### src/rtl/if_fetch.sv
// IF stage: owns the PC, assembles 32-bit instructions from a shared byte-wide port, hands {pc, inst} to ID.
// Optional direct-mapped one-word-per-line I-cache enabled by defining ICACHE_EN.
module if_fetch #(
    parameter logic [31:0] RESET_PC     = 32'h0,
    parameter int          ICACHE_LINES = 64
) (
    input  logic        clk,
    input  logic        rst,
    input  logic        rdy,
    input  logic        stall_i,
    input  logic        branch_enable_i,
    input  logic [31:0] branch_addr_i,
    input  logic        mem_grant_i,
    input  logic [7:0]  mem_din_i,
    output logic        mem_req_o,
    output logic [31:0] mem_a_o,
    output logic [31:0] pc_o,
    output logic [31:0] inst_o,
    output logic        inst_valid_o,
    output logic        if_stall_req_o
);

    typedef enum logic [2:0] {
        IDLE  = 3'd0,
        RD0   = 3'd1,
        RD1   = 3'd2,
        RD2   = 3'd3,
        RD3   = 3'd4,
        WAIT3 = 3'd5,
        DONE  = 3'd6
    } state_e;

    state_e      state_q, state_d;
    logic [31:0] pc_q, pc_d;
    logic [23:0] bytes_q, bytes_d;
    logic        pend_q, pend_d;
    logic [1:0]  pend_idx_q, pend_idx_d;
    logic        rdy_prev_q;
    logic        mem_req_q, mem_req_d;
    logic [31:0] mem_a_q, mem_a_d;
    logic [31:0] pc_o_q, pc_o_d;
    logic [31:0] inst_o_q, inst_o_d;
    logic        valid_q, valid_d;
    logic [1:0]  rd_idx_s;
    logic        rd0_go_s;
    logic [31:0] rd0_pc_s;
    logic        fill_s;

`ifdef ICACHE_EN
    localparam int IDX_W = $clog2(ICACHE_LINES);
    localparam int TAG_W = 32 - IDX_W - 2;

    logic [ICACHE_LINES-1:0] c_valid_q;
    logic [31:0]             c_data_q [ICACHE_LINES];
    logic [TAG_W-1:0]        c_tag_q  [ICACHE_LINES];
    logic [IDX_W-1:0]        look_idx_s;
    logic [IDX_W-1:0]        fill_idx_s;
    logic                    hit_s;

    // Unaligned PCs never hit or fill, so a line always holds an aligned word.
    assign look_idx_s = rd0_pc_s[IDX_W+1:2];
    assign fill_idx_s = pc_q[IDX_W+1:2];
    assign hit_s      = c_valid_q[look_idx_s] && (rd0_pc_s[1:0] == 2'b00)
                        && (c_tag_q[look_idx_s] == rd0_pc_s[31:IDX_W+2]);
`endif

    // Byte offset of the address issued in the current RDk state.
    always_comb begin
        rd_idx_s = 2'd0;
        case (state_q)
            RD1:     rd_idx_s = 2'd1;
            RD2:     rd_idx_s = 2'd2;
            RD3:     rd_idx_s = 2'd3;
            default: rd_idx_s = 2'd0;
        endcase
    end

    // Next-state, capture and output logic; with rdy low every register keeps its value.
    always_comb begin
        state_d    = state_q;
        pc_d       = pc_q;
        bytes_d    = bytes_q;
        pend_d     = pend_q;
        pend_idx_d = pend_idx_q;
        mem_req_d  = mem_req_q;
        mem_a_d    = mem_a_q;
        pc_o_d     = pc_o_q;
        inst_o_d   = inst_o_q;
        valid_d    = valid_q;
        rd0_go_s   = 1'b0;
        rd0_pc_s   = pc_q;
        fill_s     = 1'b0;

        if (rdy) begin
            pend_d = 1'b0;
            if (branch_enable_i) begin
                pc_d     = branch_addr_i;
                bytes_d  = 24'd0;
                valid_d  = 1'b0;
                rd0_go_s = 1'b1;
                rd0_pc_s = branch_addr_i;
            end else if (pend_q && !rdy_prev_q) begin
                // The byte for this issue came back during the freeze: ask for it again.
                mem_req_d = 1'b1;
                mem_a_d   = pc_q + 32'(pend_idx_q);
                case (pend_idx_q)
                    2'd0:    state_d = RD0;
                    2'd1:    state_d = RD1;
                    2'd2:    state_d = RD2;
                    default: state_d = RD3;
                endcase
            end else begin
                case (state_q)
                    IDLE: begin
                        rd0_go_s = 1'b1;
                        rd0_pc_s = pc_q;
                    end
                    RD0, RD1, RD2, RD3: begin
                        if (pend_q) begin
                            case (pend_idx_q)
                                2'd0:    bytes_d[7:0]   = mem_din_i;
                                2'd1:    bytes_d[15:8]  = mem_din_i;
                                2'd2:    bytes_d[23:16] = mem_din_i;
                                default: bytes_d        = bytes_q;
                            endcase
                        end else begin
                            bytes_d = bytes_q;
                        end
                        if (mem_grant_i) begin
                            pend_d     = 1'b1;
                            pend_idx_d = rd_idx_s;
                            if (state_q == RD3) begin
                                state_d   = WAIT3;
                                mem_req_d = 1'b0;
                            end else begin
                                state_d = state_e'(state_q + 3'd1);
                                mem_a_d = pc_q + 32'(rd_idx_s) + 32'd1;
                            end
                        end else begin
                            state_d = state_q;
                        end
                    end
                    WAIT3: begin
                        if (pend_q) begin
                            inst_o_d  = {mem_din_i, bytes_q};
                            pc_o_d    = pc_q;
                            valid_d   = 1'b1;
                            state_d   = DONE;
                            fill_s    = 1'b1;
                        end else begin
                            state_d   = RD3;
                            mem_req_d = 1'b1;
                            mem_a_d   = pc_q + 32'd3;
                        end
                    end
                    DONE: begin
                        if (!stall_i) begin
                            valid_d  = 1'b0;
                            pc_d     = pc_q + 32'd4;
                            rd0_go_s = 1'b1;
                            rd0_pc_s = pc_q + 32'd4;
                        end else begin
                            valid_d  = valid_q;
                        end
                    end
                    default: state_d = IDLE;
                endcase
            end

            if (rd0_go_s) begin
                bytes_d   = 24'd0;
                state_d   = RD0;
                mem_req_d = 1'b1;
                mem_a_d   = rd0_pc_s;
`ifdef ICACHE_EN
                if (hit_s) begin
                    state_d   = DONE;
                    mem_req_d = 1'b0;
                    inst_o_d  = c_data_q[look_idx_s];
                    pc_o_d    = rd0_pc_s;
                    valid_d   = 1'b1;
                end else begin
                    state_d   = RD0;
                end
`endif
            end else begin
                mem_a_d = mem_a_d;
            end
        end else begin
            pend_d = pend_q;
        end
    end

    // Pipeline state and registered outputs; rdy_prev tracks rdy so a byte lost to a freeze is detected.
    always_ff @(posedge clk) begin
        if (rst) begin
            state_q    <= IDLE;
            pc_q       <= RESET_PC;
            bytes_q    <= 24'd0;
            pend_q     <= 1'b0;
            pend_idx_q <= 2'd0;
            rdy_prev_q <= 1'b1;
            mem_req_q  <= 1'b0;
            mem_a_q    <= 32'd0;
            pc_o_q     <= 32'd0;
            inst_o_q   <= 32'd0;
            valid_q    <= 1'b0;
        end else begin
            state_q    <= state_d;
            pc_q       <= pc_d;
            bytes_q    <= bytes_d;
            pend_q     <= pend_d;
            pend_idx_q <= pend_idx_d;
            rdy_prev_q <= rdy;
            mem_req_q  <= mem_req_d;
            mem_a_q    <= mem_a_d;
            pc_o_q     <= pc_o_d;
            inst_o_q   <= inst_o_d;
            valid_q    <= valid_d;
        end
    end

`ifdef ICACHE_EN
    // Line valid bits; only reset clears them.
    always_ff @(posedge clk) begin
        if (rst) begin
            c_valid_q <= '0;
        end else if (fill_s && (pc_q[1:0] == 2'b00)) begin
            c_valid_q[fill_idx_s] <= 1'b1;
        end else begin
            c_valid_q <= c_valid_q;
        end
    end

    // Line data and tag, written when a missed word completes.
    always_ff @(posedge clk) begin
        if (fill_s && (pc_q[1:0] == 2'b00)) begin
            c_data_q[fill_idx_s] <= {mem_din_i, bytes_q};
            c_tag_q[fill_idx_s]  <= pc_q[31:IDX_W+2];
        end
    end
`endif

    assign mem_req_o      = mem_req_q;
    assign mem_a_o        = mem_a_q;
    assign pc_o           = pc_o_q;
    assign inst_o         = inst_o_q;
    assign inst_valid_o   = valid_q;
    assign if_stall_req_o = (state_q != DONE) && !rst;

endmodule
### config.mk
export PLATFORM = sky130hd
export DESIGN_NAME = if_fetch
export DESIGN_NICKNAME = d
export VERILOG_FILES = /design/src/rtl/if_fetch.sv
export SDC_FILE = /design/constraint.sdc
export NUM_CORES = 1
export LEC_CHECK = 0
export BUFFER_PORTS_ARGS = -buffer_cell sky130_fd_sc_hd__buf_2
export CAP_MARGIN = 30
export CELL_PAD_IN_SITES_DETAIL_PLACEMENT = 1
export CELL_PAD_IN_SITES_GLOBAL_PLACEMENT = 1
export CORE_ASPECT_RATIO = 1.4
export CORE_UTILIZATION = 45
export CTS_CLUSTER_SIZE = 12
export DETAILED_ROUTE_END_ITERATION = 10
export PLACE_DENSITY_LB_ADDON = 0.25
export SLEW_MARGIN = 40
export SYNTH_ARGS = -nofsm -noshare
export SYNTH_HDL_FRONTEND = slang
export SYNTH_SLANG_ARGS = --single-unit
### constraint.sdc
create_clock -name clk -period 5.55 [get_ports clk]
set_input_delay 1.11 -clock clk [delete_from_list [all_inputs] [get_ports clk]]
set_output_delay 1.11 -clock clk [all_outputs]
set_load 0.01 [all_outputs]
== After elaboration in Yosys (flattened, before gate mapping) ==
Cells that the tools add are included.
Widths: inputs -> output; s select.

* $add $sub $neg: 6
* Multipliers: 0
* Divide/modulo/power cells: 0
* Order comparisons: 0
* Eq/ne operators: 19
* Shift operators: 0
* Muxes and demuxes: 49
* Bitwise operators: 2
* Reductions and logical operators: 24

{| class="wikitable"
|+ Operator list
! kind !! count
|-
| $mux 32 || 10
|-
| $mux 24 || 5
|-
| $add 32x2->32 || 2
|-
| $pmux 32 s2 || 1
|-
| $add 32x1->32 const B || 1
|-
| $add 32x2->32 const B || 1
|-
| $add 32x3->32 const B || 1
|-
| $reduce_and 5->1 || 6
|-
| $mux 8 || 3
|-
| $mux 1 || 18
|-
| $pmux 3 s3 || 2
|-
| $reduce_bool 3->1 || 6
|-
| $ne 4x4->1 const B || 4
|-
| $mux 3 || 5
|-
| $reduce_and 6->1 || 2
|-
| $eq 3x3->1 const B || 3
|-
| $ne 3x3->1 const B || 3
|-
| $eq 3x2->1 const B || 2
|-
| $pmux 1 s2 || 3
|-
| $pmux 2 s3 || 1
|-
| $reduce_and 4->1 || 1
|-
| $reduce_bool 4->1 || 1
|-
| $reduce_or 4->1 || 1
|-
| $add 3x1->3 const B || 1
|-
| other kinds (14) || 17
|}

* Bits in registers: 161
* Latch bits: 0
* Bits in writable memories: 0
* Bits in read-only memories: 0
* Input port bits: 46
* Output and inout port bits: 99
* Logic and storage cells: 113
* Memories kept: 0

== Depth between registers and ports, before layout ==
* Word-level depth: 10
* Mapped depth: 13
* Mapped depth without buffers: 12

== Worst setup path after synthesis ==
Ideal clock, no wire load.

* Kind: in2out
* Start point: input port rst
* End point: output port if_stall_req_o
* Arrival time: 1759 ps
* Required time: 4440 ps
* Path slack: 2681 ps
* Cell stages on the path: 3
* Buffers on the path: 2
* Cell sequence: clkbuf_1 buf_1 a21oi_1

* Word-level cells in the longest chain between the ends: 2

{| class="wikitable"
|+ RTL lines
! item !! RTL line !! RTL
|-
| start: declaration || 8 || <nowiki>input logic rst,</nowiki>
|-
| $logic_not 1->1 || 249 || <nowiki>assign if_stall_req_o = (state_q != DONE) && !rst;</nowiki>
|-
| $logic_and 1x1->1 || 249 ||
|-
| end: declaration || 20 || <nowiki>output logic if_stall_req_o</nowiki>
|}

Every way passes these cells.

== Worst setup path in the final report ==
* Start point: register state_q[0]
* End point: register mem_a_q[12] (netlist: mem_a_o[12])

* Word-level cells in the longest chain between the ends: 10
* Elaborated cells between the ends (all ways): 30
* Those cells by class: 2 x add/sub; 10 x eq/ne; 14 x mux; 4 x reduce/logical

{| class="wikitable"
|+ RTL lines
! item !! RTL line !! RTL
|-
| start: declaration || 33 || <nowiki>state_e state_q, state_d;</nowiki>
|-
| start signal: assignment || 209 || <nowiki>state_q <= state_d;</nowiki>
|-
| $eq 3x3->1 / $eq 3x2->1 (equally long branches) || 70, 113, 132 ||
|-
| $pmux 2 s3 || 70 || <nowiki>case (state_q)</nowiki>
|-
| $add 32x2->32 || 137 || <nowiki>mem_a_d = pc_q + 32'(rd_idx_s) + 32'd1;</nowiki>
|-
| $add 32x1->32 || 137 ||
|-
| $mux 32 || 132 || <nowiki>if (state_q == RD3) begin</nowiki>
|-
| $mux 32 || 129 || <nowiki>if (mem_grant_i) begin</nowiki>
|-
| $pmux 32 s2 || 113 || <nowiki>case (state_q)</nowiki>
|-
| $mux 32 || 102 || <nowiki>end else if (pend_q && !rdy_prev_q) begin</nowiki>
|-
| $mux 32 || 96 || <nowiki>if (branch_enable_i) begin</nowiki>
|-
| $mux 32 || 170 || <nowiki>if (rd0_go_s) begin</nowiki>
|-
| end signal: assignment || 216 || <nowiki>mem_a_q <= mem_a_d;</nowiki>
|-
| end: declaration || 40 || <nowiki>logic [31:0] mem_a_q, mem_a_d;</nowiki>
|}

Several ways; a longest one is shown, not always the timed one. The select of a mux whose other input is x is not followed.
A chain may end at the register's enable or synchronous reset.

==> flow_summary.toml <==
[outcome]
status = "finished, final reports clean"

[clocking]
cts.reportedPaths.clkPinSlew_ns = 0.07
cts.repair.resized = 0
cts.sinks = 161
root_buffer = "clkbuf_16"
cts_tree = "built"
max-clock-path-buffers = 2
cts_buffers = 17
postCtsSetupBuffers = 0
clkLatencyLatePin_ns = 0.43
cts_htree_levels = 4
hold_buffers = 0

[setup_path]
crit_path_start = "state_q[0]"
worstPathRequired_ns = 5.87
reg2reg_from = "state_q[0]"
cp-end-kind = "flip-flop"
arrival_ns = 3.73
path_class = "flip-flop to flip-flop"
worstPathMaxFanout = 15
critPathLaunchType = "flip-flop"

[pwr]
internal_power_mw = 2.00
ir_drop_mv = 0.191
switching_share = 0.290
leakage_nw = 3.93
p_clk_frac = 0.443
power.share.sequential = 0.445
p_switching_mw = 0.814
power_density_nw_per_um2 = 279
pwr-share-comb = 0.112
power_mw = 2.81

[sta]
fin_ws_ns = 2.14
setup_viol = 0
tns_ns = 0
skew_ns = 0.0101
slew_viol_final = 0
fmaxAchievable_mhz = 293
period_minus_slack_ns = 3.41
finalHoldViolCount = 0
relSlewSlack = 0.464
tightest_slew_ns = 0.804
rsz0062_at_grt = "no"
period_share = 0.615

[yosys]
ys_warn_count = 0
yosys_most_used_dff = "dfxtp_1"
synth.top_cell.area_share = 0.365
synth_nets = 1195
synthCells = 1132
yosys-top-cells-area = "dfxtp_1 36%, nand2_1 8.7%, a21oi_1 6.3%"
ys_ff_latch = 161
ys_seq_area_frac = 0.365
yosysTopAreaCell = "dfxtp_1"
synthArstFlopShare = 0
synth.distinct_cells = 87
synth_edf_count = 0
synth.avg_cell_area_um2 = 7.81
synth_area_um2 = 8840

[floorplan]
initial_core_util = 0.460
die_area_um2 = 20200
die_y_um = 168
core.rowCount = 60
coreArea_um2 = 19200
die_w_um = 120
io_pins = 145

[placed_design]
place_hpwl_um = 20800
gp_routability_congestion = 0.857
dpl_worst_slack_ns = 1.91
io_buffers = 144

[detailed_routing]
drt-initial-drc-count = 767
drt_wl_total_um = 30700
via_per_inst = 6.12
vias = 8939
drtAntennaViolNets = 0
drcViolationCount = 0
drtPass1Iterations = 5
wire_per_inst_um = 21.0

[finish]
syn_to_final_growth_pct = 14.1
nets = 1262
diodes = 0
final_util = 0.525
drive_above_1_share = 0.179

[global_routing]
grt_pass1_wl_um = 49000
grt_antenna_before_repair = 0
grt_pass1_vias = 9036
grt_overflow = 0
grt_max_degree = 102
grt_util_all_layers = 0.309

[flow_run]
drv_cap = 0

[hold_path]
hp-start = "inst_o[4]"
hold_path.class = "flip-flop to flip-flop"
## cell usage in the layout, fill, tap and decap left out, types with 4 or more instances in the layout
cell,n
nor2_1,100
and4_1,10
a221oi_1,6
nand3_1,29
nor4_1,17
a31oi_1,4
a21oi_1,112
o41ai_1,7
nor3_1,22
o211ai_1,4
inv_6,4
o21ai_1,11
nand2_1,204
o21ai_0,53
buf_2,142
or3_1,4
xor2_1,15
and3_1,5
a22o_1,11
dfxtp_1,161
nand4_1,14
a22oi_1,18
ha_1,15
o31a_1,6
mux2i_1,35
buf_4,9
nand2b_1,7
inv_1,15
xnor2_1,13
a211oi_1,11
and2_1,12
o21a_1,4
clkbuf_16,17
nor2b_1,5
o31ai_1,13
## worst paths after layout
path	slack (ns)	endpoint	depth (start not counted)
worst max-delay path	2.14	mem_a_o[12]	12
worst min-delay path	0.45	inst_o[4]	2
worst max register to register	2.14	mem_a_o[12]	12
worst min register to register	0.45	inst_o[4]	2
## layout make-up
type	count	area [µm²]
well taps	248	310
multi-input cells	848	5070
repair buffers	153	801
clock buffers	17	425
inverters	18	67.6
flip-flops and latches	161	3220
fillers	2422	9130
clock inverters	15	193
## registers in the layout, indices dropped and copies added (netlist names)
signal / flops
pend_q: 1
inst_o: 32
bytes_q: 24
pc_q: 32
pc_o: 32
mem_a_o: 32
pend_idx_q: 2
state_q: 3
rdy_prev_q: 1
inst_valid_o: 1
mem_req_o: 1
## power groups by stage
stage | Combinational (mW) | Clock (mW) | Sequential, mW
after floorplan | 0.220 | 0 | 1.25
after global placement | 0.300 | 0 | 1.27
after detailed placement | 0.309 | 0 | 1.27
after CTS | 0.312 | 1.26 | 1.25
after global routing | 0.342 | 1.30 | 1.25
final | 0.314 | 1.25 | 1.25
## kinds of logic (layout without fill, tap and decap cells)
group,after synthesis,count (layout),synth area share
compound gates,312,312,0.228
xor+xnor,28,28,0.0277
fa+ha+maj,17,17,0.0258
buf+inv,123,203,0.0661
flops,161,161,0.365
mux,35,35,0.0396
simple gates,456,456,0.248
## metal layers
layer	vias up	wire length, µm	GRT usage	share of wire
met3	82	1600	0.0478	0.052
met1	4363	12800	0.379	0.42
li1	4160	-	-	-
met5	-	0	0	0
met4	0	1250	0.151	0.041
met2	334	15100	0.525	0.49
## Yosys cell counts, types with 7 or more instances
cell type    n
ha_1        15
and4_1      10
inv_1       17
nor2_1     100
clkbuf_1    64
and2_1      12
nor3_1      22
dfxtp_1    161
nand2b_1     7
mux2i_1     35
nand2_1    204
o31ai_1     13
o41ai_1      7
o21ai_0     53
a22oi_1     18
a22o_1      11
nor4_1      17
a21oi_1    112
o21ai_1     11
a211oi_1    12
nand3_1     29
nand4_1     14
xnor2_1     13
buf_6        9
xor2_1      15
buf_2       19
## worst max-delay path, cell delays in order (launching register included)
cell and delay (ns):
dfxtp_1 0.41, inv_1 0.09, ha_1 0.27, nand2_1 0.19, a21boi_0 0.32, ha_1 0.27
fa_1 0.18, a21bo_2 0.25, a31oi_4 0.54, nor3_1 0.12, xor2_1 0.16, a2111oi_0 0.40
nor2_1 0.09
## through the flow
step | cell area [µm²] | std cells | hold slack [ns]
after floorplan | 8840 | 1132 | 0.431
after global placement | 9450 | 1428 | 0.439
after detailed placement | 9470 | 1428 | 0.446
after CTS | 10100 | 1460 | 0.456
after global routing | 10100 | 1460 | 0.473
final | 10100 | 1460 | 0.455
(Power assumes the default switching activity.)
